--- src/rtl/multicycle_alu_control_if.sv ---
// Control bundle between the multi-cycle controller and its datapath.
// master = controller side, slave = datapath side.
interface multicycle_alu_control_if;
  logic [5:0] opcode;
  logic [5:0] funct;
  logic       zero;
  logic       mem_ready;
  logic [2:0] alu_sel;
  logic       alu_src_a;
  logic [1:0] alu_src_b;
  logic       imm_zext;
  logic       ir_we;
  logic       pc_we;
  logic       reg_we;
  logic       mem_rd;
  logic       mem_we;
  logic [1:0] pc_src;
  logic [1:0] reg_dst;
  logic [1:0] wb_src;
  logic [2:0] state;
  logic       instr_done;
  logic       illegal;

  modport master (
    input  opcode, funct, zero, mem_ready,
    output alu_sel, alu_src_a, alu_src_b, imm_zext,
    output ir_we, pc_we, reg_we, mem_rd, mem_we,
    output pc_src, reg_dst, wb_src,
    output state, instr_done, illegal
  );

  modport slave (
    output opcode, funct, zero, mem_ready,
    input  alu_sel, alu_src_a, alu_src_b, imm_zext,
    input  ir_we, pc_we, reg_we, mem_rd, mem_we,
    input  pc_src, reg_dst, wb_src,
    input  state, instr_done, illegal
  );
endinterface

--- src/rtl/multicycle_alu_control.sv ---
// Multi-cycle CPU control FSM: fetch/decode/exec/mem/wb sequencing,
// ALU op select and all datapath enables/selects.
module multicycle_alu_control (
  input logic                      clk,
  input logic                      reset_n,
  multicycle_alu_control_if.master bus
);

  localparam logic [2:0] S_FETCH  = 3'd0;
  localparam logic [2:0] S_DECODE = 3'd1;
  localparam logic [2:0] S_EXEC   = 3'd2;
  localparam logic [2:0] S_MEM    = 3'd3;
  localparam logic [2:0] S_WB     = 3'd4;

  localparam logic [2:0] A_ADD = 3'd0;
  localparam logic [2:0] A_SUB = 3'd1;
  localparam logic [2:0] A_XOR = 3'd2;
  localparam logic [2:0] A_SLT = 3'd3;

  localparam logic [5:0] OP_R    = 6'h00;
  localparam logic [5:0] OP_J    = 6'h02;
  localparam logic [5:0] OP_JAL  = 6'h03;
  localparam logic [5:0] OP_BEQ  = 6'h04;
  localparam logic [5:0] OP_BNE  = 6'h05;
  localparam logic [5:0] OP_ADDI = 6'h08;
  localparam logic [5:0] OP_XORI = 6'h0E;
  localparam logic [5:0] OP_LW   = 6'h23;
  localparam logic [5:0] OP_SW   = 6'h2B;

  localparam logic [5:0] F_JR  = 6'h08;
  localparam logic [5:0] F_ADD = 6'h20;
  localparam logic [5:0] F_SUB = 6'h22;
  localparam logic [5:0] F_SLT = 6'h2A;

  logic [2:0] state_q, state_d;

  logic is_r, is_add, is_sub, is_slt, is_jr;
  logic is_j, is_jal, is_beq, is_bne;
  logic is_addi, is_xori, is_lw, is_sw;
  logic is_bad;

  // Instruction class flags from the (stable) IR fields
  always_comb begin
    is_r    = bus.opcode == OP_R;
    is_add  = is_r && bus.funct == F_ADD;
    is_sub  = is_r && bus.funct == F_SUB;
    is_slt  = is_r && bus.funct == F_SLT;
    is_jr   = is_r && bus.funct == F_JR;
    is_j    = bus.opcode == OP_J;
    is_jal  = bus.opcode == OP_JAL;
    is_beq  = bus.opcode == OP_BEQ;
    is_bne  = bus.opcode == OP_BNE;
    is_addi = bus.opcode == OP_ADDI;
    is_xori = bus.opcode == OP_XORI;
    is_lw   = bus.opcode == OP_LW;
    is_sw   = bus.opcode == OP_SW;
    is_bad  = !(is_add || is_sub || is_slt || is_jr ||
                is_j || is_jal || is_beq || is_bne ||
                is_addi || is_xori || is_lw || is_sw);
  end

  // State register
  always_ff @(posedge clk or negedge reset_n) begin
    if (!reset_n) state_q <= S_FETCH;
    else          state_q <= state_d;
  end

  // Next-state selection
  always_comb begin
    state_d = S_FETCH;
    case (state_q)
      S_FETCH:  state_d = bus.mem_ready ? S_DECODE : S_FETCH;
      S_DECODE: begin
        if (is_j || is_jal || is_jr || is_bad) state_d = S_FETCH;
        else                                   state_d = S_EXEC;
      end
      S_EXEC: begin
        unique case (1'b1)
          is_lw, is_sw:                     state_d = S_MEM;
          is_add, is_sub, is_slt,
          is_addi, is_xori:                 state_d = S_WB;
          default:                          state_d = S_FETCH;
        endcase
      end
      S_MEM: begin
        if (!bus.mem_ready) state_d = S_MEM;
        else if (is_lw)     state_d = S_WB;
        else                state_d = S_FETCH;
      end
      default: state_d = S_FETCH;
    endcase
  end

  // Datapath controls; everything held at 0 while in reset
  always_comb begin
    bus.alu_sel    = A_ADD;
    bus.alu_src_a  = 1'b0;
    bus.alu_src_b  = 2'd0;
    bus.imm_zext   = 1'b0;
    bus.ir_we      = 1'b0;
    bus.pc_we      = 1'b0;
    bus.reg_we     = 1'b0;
    bus.mem_rd     = 1'b0;
    bus.mem_we     = 1'b0;
    bus.pc_src     = 2'd0;
    bus.reg_dst    = 2'd0;
    bus.wb_src     = 2'd0;
    bus.state      = S_FETCH;
    bus.instr_done = 1'b0;
    bus.illegal    = 1'b0;
    if (reset_n) begin
      bus.state = state_q;
      case (state_q)
        S_FETCH: begin
          bus.mem_rd    = 1'b1;
          bus.alu_src_b = 2'd1;
          bus.ir_we     = bus.mem_ready;
          bus.pc_we     = bus.mem_ready;
        end
        S_DECODE: begin
          bus.alu_src_b = 2'd3;
          unique case (1'b1)
            is_j: begin
              bus.pc_we      = 1'b1;
              bus.pc_src     = 2'd2;
              bus.instr_done = 1'b1;
            end
            is_jal: begin
              bus.pc_we      = 1'b1;
              bus.pc_src     = 2'd2;
              bus.reg_we     = 1'b1;
              bus.reg_dst    = 2'd2;
              bus.wb_src     = 2'd2;
              bus.instr_done = 1'b1;
            end
            is_jr: begin
              bus.pc_we      = 1'b1;
              bus.pc_src     = 2'd3;
              bus.instr_done = 1'b1;
            end
            is_bad: begin
              bus.illegal    = 1'b1;
              bus.instr_done = 1'b1;
            end
            default: ;
          endcase
        end
        S_EXEC: begin
          bus.alu_src_a = 1'b1;
          unique case (1'b1)
            is_add: bus.alu_sel = A_ADD;
            is_sub: bus.alu_sel = A_SUB;
            is_slt: bus.alu_sel = A_SLT;
            is_addi, is_lw, is_sw: begin
              bus.alu_src_b = 2'd2;
            end
            is_xori: begin
              bus.alu_src_b = 2'd2;
              bus.imm_zext  = 1'b1;
              bus.alu_sel   = A_XOR;
            end
            is_beq, is_bne: begin
              bus.alu_sel    = A_SUB;
              bus.pc_src     = 2'd1;
              bus.pc_we      = is_beq ? bus.zero : !bus.zero;
              bus.instr_done = 1'b1;
            end
            default: ;
          endcase
        end
        S_MEM: begin
          unique case (1'b1)
            is_lw: bus.mem_rd = 1'b1;
            is_sw: begin
              bus.mem_we     = 1'b1;
              bus.instr_done = bus.mem_ready;
            end
            default: ;
          endcase
        end
        S_WB: begin
          bus.reg_we     = 1'b1;
          bus.instr_done = 1'b1;
          bus.reg_dst    = is_r ? 2'd1 : 2'd0;
          bus.wb_src     = is_lw ? 2'd1 : 2'd0;
        end
        default: ;
      endcase
    end
  end

endmodule
--- src/flat_wrapper.sv ---
// flat-port wrapper written by rule: the top's interface ports become plain ports
module multicycle_alu_control_flat 
  (clk, reset_n, bus_opcode, bus_funct, bus_zero, bus_mem_ready, bus_alu_sel, bus_alu_src_a, bus_alu_src_b, bus_imm_zext, bus_ir_we, bus_pc_we, bus_reg_we, bus_mem_rd, bus_mem_we, bus_pc_src, bus_reg_dst, bus_wb_src, bus_state, bus_instr_done, bus_illegal);
  multicycle_alu_control_if bus_i ();
  input logic clk;
  input logic reset_n;
  input wire logic [$bits(bus_i.opcode)-1:0] bus_opcode;
  input wire logic [$bits(bus_i.funct)-1:0] bus_funct;
  input wire logic [$bits(bus_i.zero)-1:0] bus_zero;
  input wire logic [$bits(bus_i.mem_ready)-1:0] bus_mem_ready;
  output wire logic [$bits(bus_i.alu_sel)-1:0] bus_alu_sel;
  output wire logic [$bits(bus_i.alu_src_a)-1:0] bus_alu_src_a;
  output wire logic [$bits(bus_i.alu_src_b)-1:0] bus_alu_src_b;
  output wire logic [$bits(bus_i.imm_zext)-1:0] bus_imm_zext;
  output wire logic [$bits(bus_i.ir_we)-1:0] bus_ir_we;
  output wire logic [$bits(bus_i.pc_we)-1:0] bus_pc_we;
  output wire logic [$bits(bus_i.reg_we)-1:0] bus_reg_we;
  output wire logic [$bits(bus_i.mem_rd)-1:0] bus_mem_rd;
  output wire logic [$bits(bus_i.mem_we)-1:0] bus_mem_we;
  output wire logic [$bits(bus_i.pc_src)-1:0] bus_pc_src;
  output wire logic [$bits(bus_i.reg_dst)-1:0] bus_reg_dst;
  output wire logic [$bits(bus_i.wb_src)-1:0] bus_wb_src;
  output wire logic [$bits(bus_i.state)-1:0] bus_state;
  output wire logic [$bits(bus_i.instr_done)-1:0] bus_instr_done;
  output wire logic [$bits(bus_i.illegal)-1:0] bus_illegal;
  assign bus_i.opcode = bus_opcode;
  assign bus_i.funct = bus_funct;
  assign bus_i.zero = bus_zero;
  assign bus_i.mem_ready = bus_mem_ready;
  assign bus_alu_sel = bus_i.alu_sel;
  assign bus_alu_src_a = bus_i.alu_src_a;
  assign bus_alu_src_b = bus_i.alu_src_b;
  assign bus_imm_zext = bus_i.imm_zext;
  assign bus_ir_we = bus_i.ir_we;
  assign bus_pc_we = bus_i.pc_we;
  assign bus_reg_we = bus_i.reg_we;
  assign bus_mem_rd = bus_i.mem_rd;
  assign bus_mem_we = bus_i.mem_we;
  assign bus_pc_src = bus_i.pc_src;
  assign bus_reg_dst = bus_i.reg_dst;
  assign bus_wb_src = bus_i.wb_src;
  assign bus_state = bus_i.state;
  assign bus_instr_done = bus_i.instr_done;
  assign bus_illegal = bus_i.illegal;
  multicycle_alu_control u_core (.clk(clk), .reset_n(reset_n), .bus(bus_i));
endmodule
--- config.mk ---
export PLATFORM = sky130hd
export DESIGN_NAME = multicycle_alu_control_flat
export DESIGN_NICKNAME = d
export VERILOG_FILES = /design/src/rtl/multicycle_alu_control_if.sv /design/src/rtl/multicycle_alu_control.sv /design/src/flat_wrapper.sv
export SDC_FILE = /design/constraint.sdc
export NUM_CORES = 1
export LEC_CHECK = 0
export ABC_AREA = 1
export BUFFER_PORTS_ARGS = -buffer_cell sky130_fd_sc_hd__buf_4
export CORE_MARGIN = 10
export CORE_UTILIZATION = 39
export CTS_CLUSTER_SIZE = 8
export DETAILED_ROUTE_END_ITERATION = 6
export PLACE_DENSITY_LB_ADDON = 0.2
export SLEW_MARGIN = 20
export SYNTH_ARGS = -nofsm -noshare
export SYNTH_HDL_FRONTEND = slang
export SYNTH_SLANG_ARGS = --single-unit
--- constraint.sdc ---
create_clock -name clk -period 1.6 [get_ports clk]
set_clock_uncertainty 0.2 [all_clocks]
set_input_delay 0 -clock clk [delete_from_list [all_inputs] [get_ports clk]]
set_output_delay 0 -clock clk [all_outputs]
set_load 0.05 [all_outputs]
==> flow_summary.yaml <==
timing:
  grt_setup_unrepaired: "yes"
  fin_crit_ns: 2.02
  finalMaxSlewViolations: 0
  final_hold_viol_count: 0
  timing.final.ws_setup_ns: -0.415
  finalSetupViolCount: 18
  fin_crit_sh: 1.26
  max_freq_mhz: 496
synth:
  netlist-cell-type-count: 20
  yosys.area.top_type_share: 0.202
  syn_area_per_cell_um2: 4.99
  ys.warnings.count: 0
  synth_nets: 135
  synth_area_um2: 594
  synthTopCellsByArea: "nor2_1 20%, inv_1 16%, nand2_1 14%, dfrtp_1 13%, nand3_1 7.6%"
  synth_top_cell_by_area: "nor2_1"
  ys_seq_area_frac: 0.126
  synth-seq-cells: 3
  syn_inst: 119
clock_tree:
  clock_sinks: 3
  clockRootBuffer: "clkbuf_4"
  cts_buffers: 3
  clock_latency_ns: 0.24
  clock_path_buffers: 2
  h-tree-depth: 1
  cts_tree: "built"
  clkTransAtPathRegs_ns: 0.05
setup_path:
  rr_worst_depth: 4
  crit_start: "u_core.state_q[1]$_DFF_PN0_"
  critPathCaptureType: "output pin"
  critical_path_required_ns: 1.40
  cp-endpoint: "bus_pc_we"
  crit_arrival_ns: 1.82
  path_max_fanout: 4
  cp-start-kind: "flip-flop"
  r2r_slack_ns: 0.03
  critical_path_class: "reg2out"
  r2r_start: "u_core.state_q[1]$_DFF_PN0_"
  r2r_end: "u_core.state_q[1]$_DFF_PN0_"
floorplanning:
  start_util: 0.404
  rows: 14
  ioPinCount: 39
  fp.dieH_um: 59.0
  die-area_um2: 3490
  fp.dieW_um: 59.0
  core-area_um2: 1470
min_path:
  hp-class: "in2reg"
placed_design:
  gp_congestion: 0.887
  place_ws_ns: -0.0210
  place_hpwl_um: 2010
  io_buffer_count: 37
  dpl-instance-area_um2: 1110
drt:
  met2WireLength_um: 1900
  top_layer_used: "met4"
  drc: 0
  vias_per_cell: 5.71
  vias: 1131
  final_antenna_net_count: 0
  wl_per_cell_um: 18.3
  firstDrtPassIters: 5
  drt_first_iter_violations: 73
  route.met3.wl_um: 429
  routed_wl_um: 3630
  met1_length_um: 1240
cells_and_area:
  layout_commonest_cell: "buf_4"
  n_fill_cell: 45
  seqCellArea_um2: 78.8
  synthToLayoutAreaGrowth_pct: 134
  final_area_um2: 1390
  top_regs: "u_core.state_q (3)"
  regMostFlops: "u_core.state_q"
  largest_reg_flops: 3
  drive_above_1_share: 0.549
  mostFrequentLayoutCells: "37 x buf_4, 21 x inv_1, 19 x nand2_1, 19 x nor2_1, 15 x buf_6"
  nets: 199
  diodes: 0
  multi_input_area_um2: 593
grt:
  grt_start_max_net_pins: 8
  track_usage: 0.163
  grt_pass1_vias: 1023
  grt_pass1_wl_um: 4700
  gr-total-overflow: 0
  grt_antenna_before_repair: 0
outcome:
  failed_checks: "setup timing"
  status: "finished, violations left"
flow_run:
  maxCapViolCount: 0
power_and_ir_drop:
  power.total_mw: 0.549
  leakage_nw: 0.688
  power_density_nw_per_um2: 395
  ir_drop_mv: 0.628
worst min-delay path by stage:
stage | start | to | depth (start not counted)
2_1_floorplan | reset_n | u_core.state_q[0]$_DFF_PN0_ | 0
3_3_place_gp | reset_n | u_core.state_q[0]$_DFF_PN0_ | 1
3_5_place_dp | reset_n | u_core.state_q[2]$_DFF_PN0_ | 1
4_1_cts | bus_opcode[4] | u_core.state_q[2]$_DFF_PN0_ | 4
5_1_grt | bus_opcode[4] | u_core.state_q[2]$_DFF_PN0_ | 4
6_report | bus_opcode[4] | u_core.state_q[2]$_DFF_PN0_ | 4
power by group:
part / switching [mW] / leakage (nW) / internal [mW]
logic: 0.193 / 0.637 / 0.124
registers: 0.00643 / 0.0358 / 0.0801
clock network: 0.0506 / 0.0150 / 0.0942
metrics by stage:
stage	hold slack, ns	utilization	TNS (ns)	std cells
after floorplan	-0.496	-	-1.07	119
after global placement	-0.379	0.754	-0.0193	186
after detailed placement	-0.375	0.754	-0.0575	186
after CTS	-0.0258	0.884	-2.09	196
after global routing	0.0552	0.944	-5.59	198
final	0.0726	0.944	-4.67	198
synthesized netlist by cell type (all sizes together):
master and n:
xnor2 1, nor2 33, dfrtp 3, conb 1
buf 2, or3 1, nor3 6, a22oi 1
o32ai 1, nand3 9, inv 26, a21oi 2
o22ai 2, nand4 2, o21ai 6, nand2 23
routing by layer:
metal  up-vias  track usage
met5         -            0
met4         0       0.0262
met3        13       0.0429
met2        98        0.315
met1       526        0.170
li1        494            -
final cells by class:
type                       count  area share
multi-input combinational     88       0.427
sequential                     3      0.0568
tap                           16      0.0144
inverter                      26      0.0748
timing repair buffer          61       0.408
clock buffer                   4      0.0189
logic make-up (layout without fill, tap and decap cells):
kind of cell           after synthesis  after routing  synth area share
other                                1              1           0.00631
buffers and inverters               28             91             0.189
flip-flops                           3              3             0.126
XOR/XNOR                             1              1            0.0147
AND/OR/NAND/NOR                     74             74             0.547
AO/OA/AOI/OAI                       12             12             0.116
critical path, stage by stage (launching register included):
cell,delay (ns)
dfrtp_2,0.45
nor3_1,0.35
buf_4,0.21
inv_1,0.07
o21ai_2,0.15
nor2_2,0.07
nor2_4,0.12
buf_8,0.15
timing repair:
| action | CTS | global route |
|---|---|---|
| pin swaps | 3 | 8 |
| setup buffers | 3 | 2 |
| gates resized for setup | 29 | 25 |
| hold buffers | 3 | 0 |
| endpoints found under the hold margin | 5 | 0 |
| setup endpoints to repair | 17 | 18 |
Power figures use the tool's default switching activity.
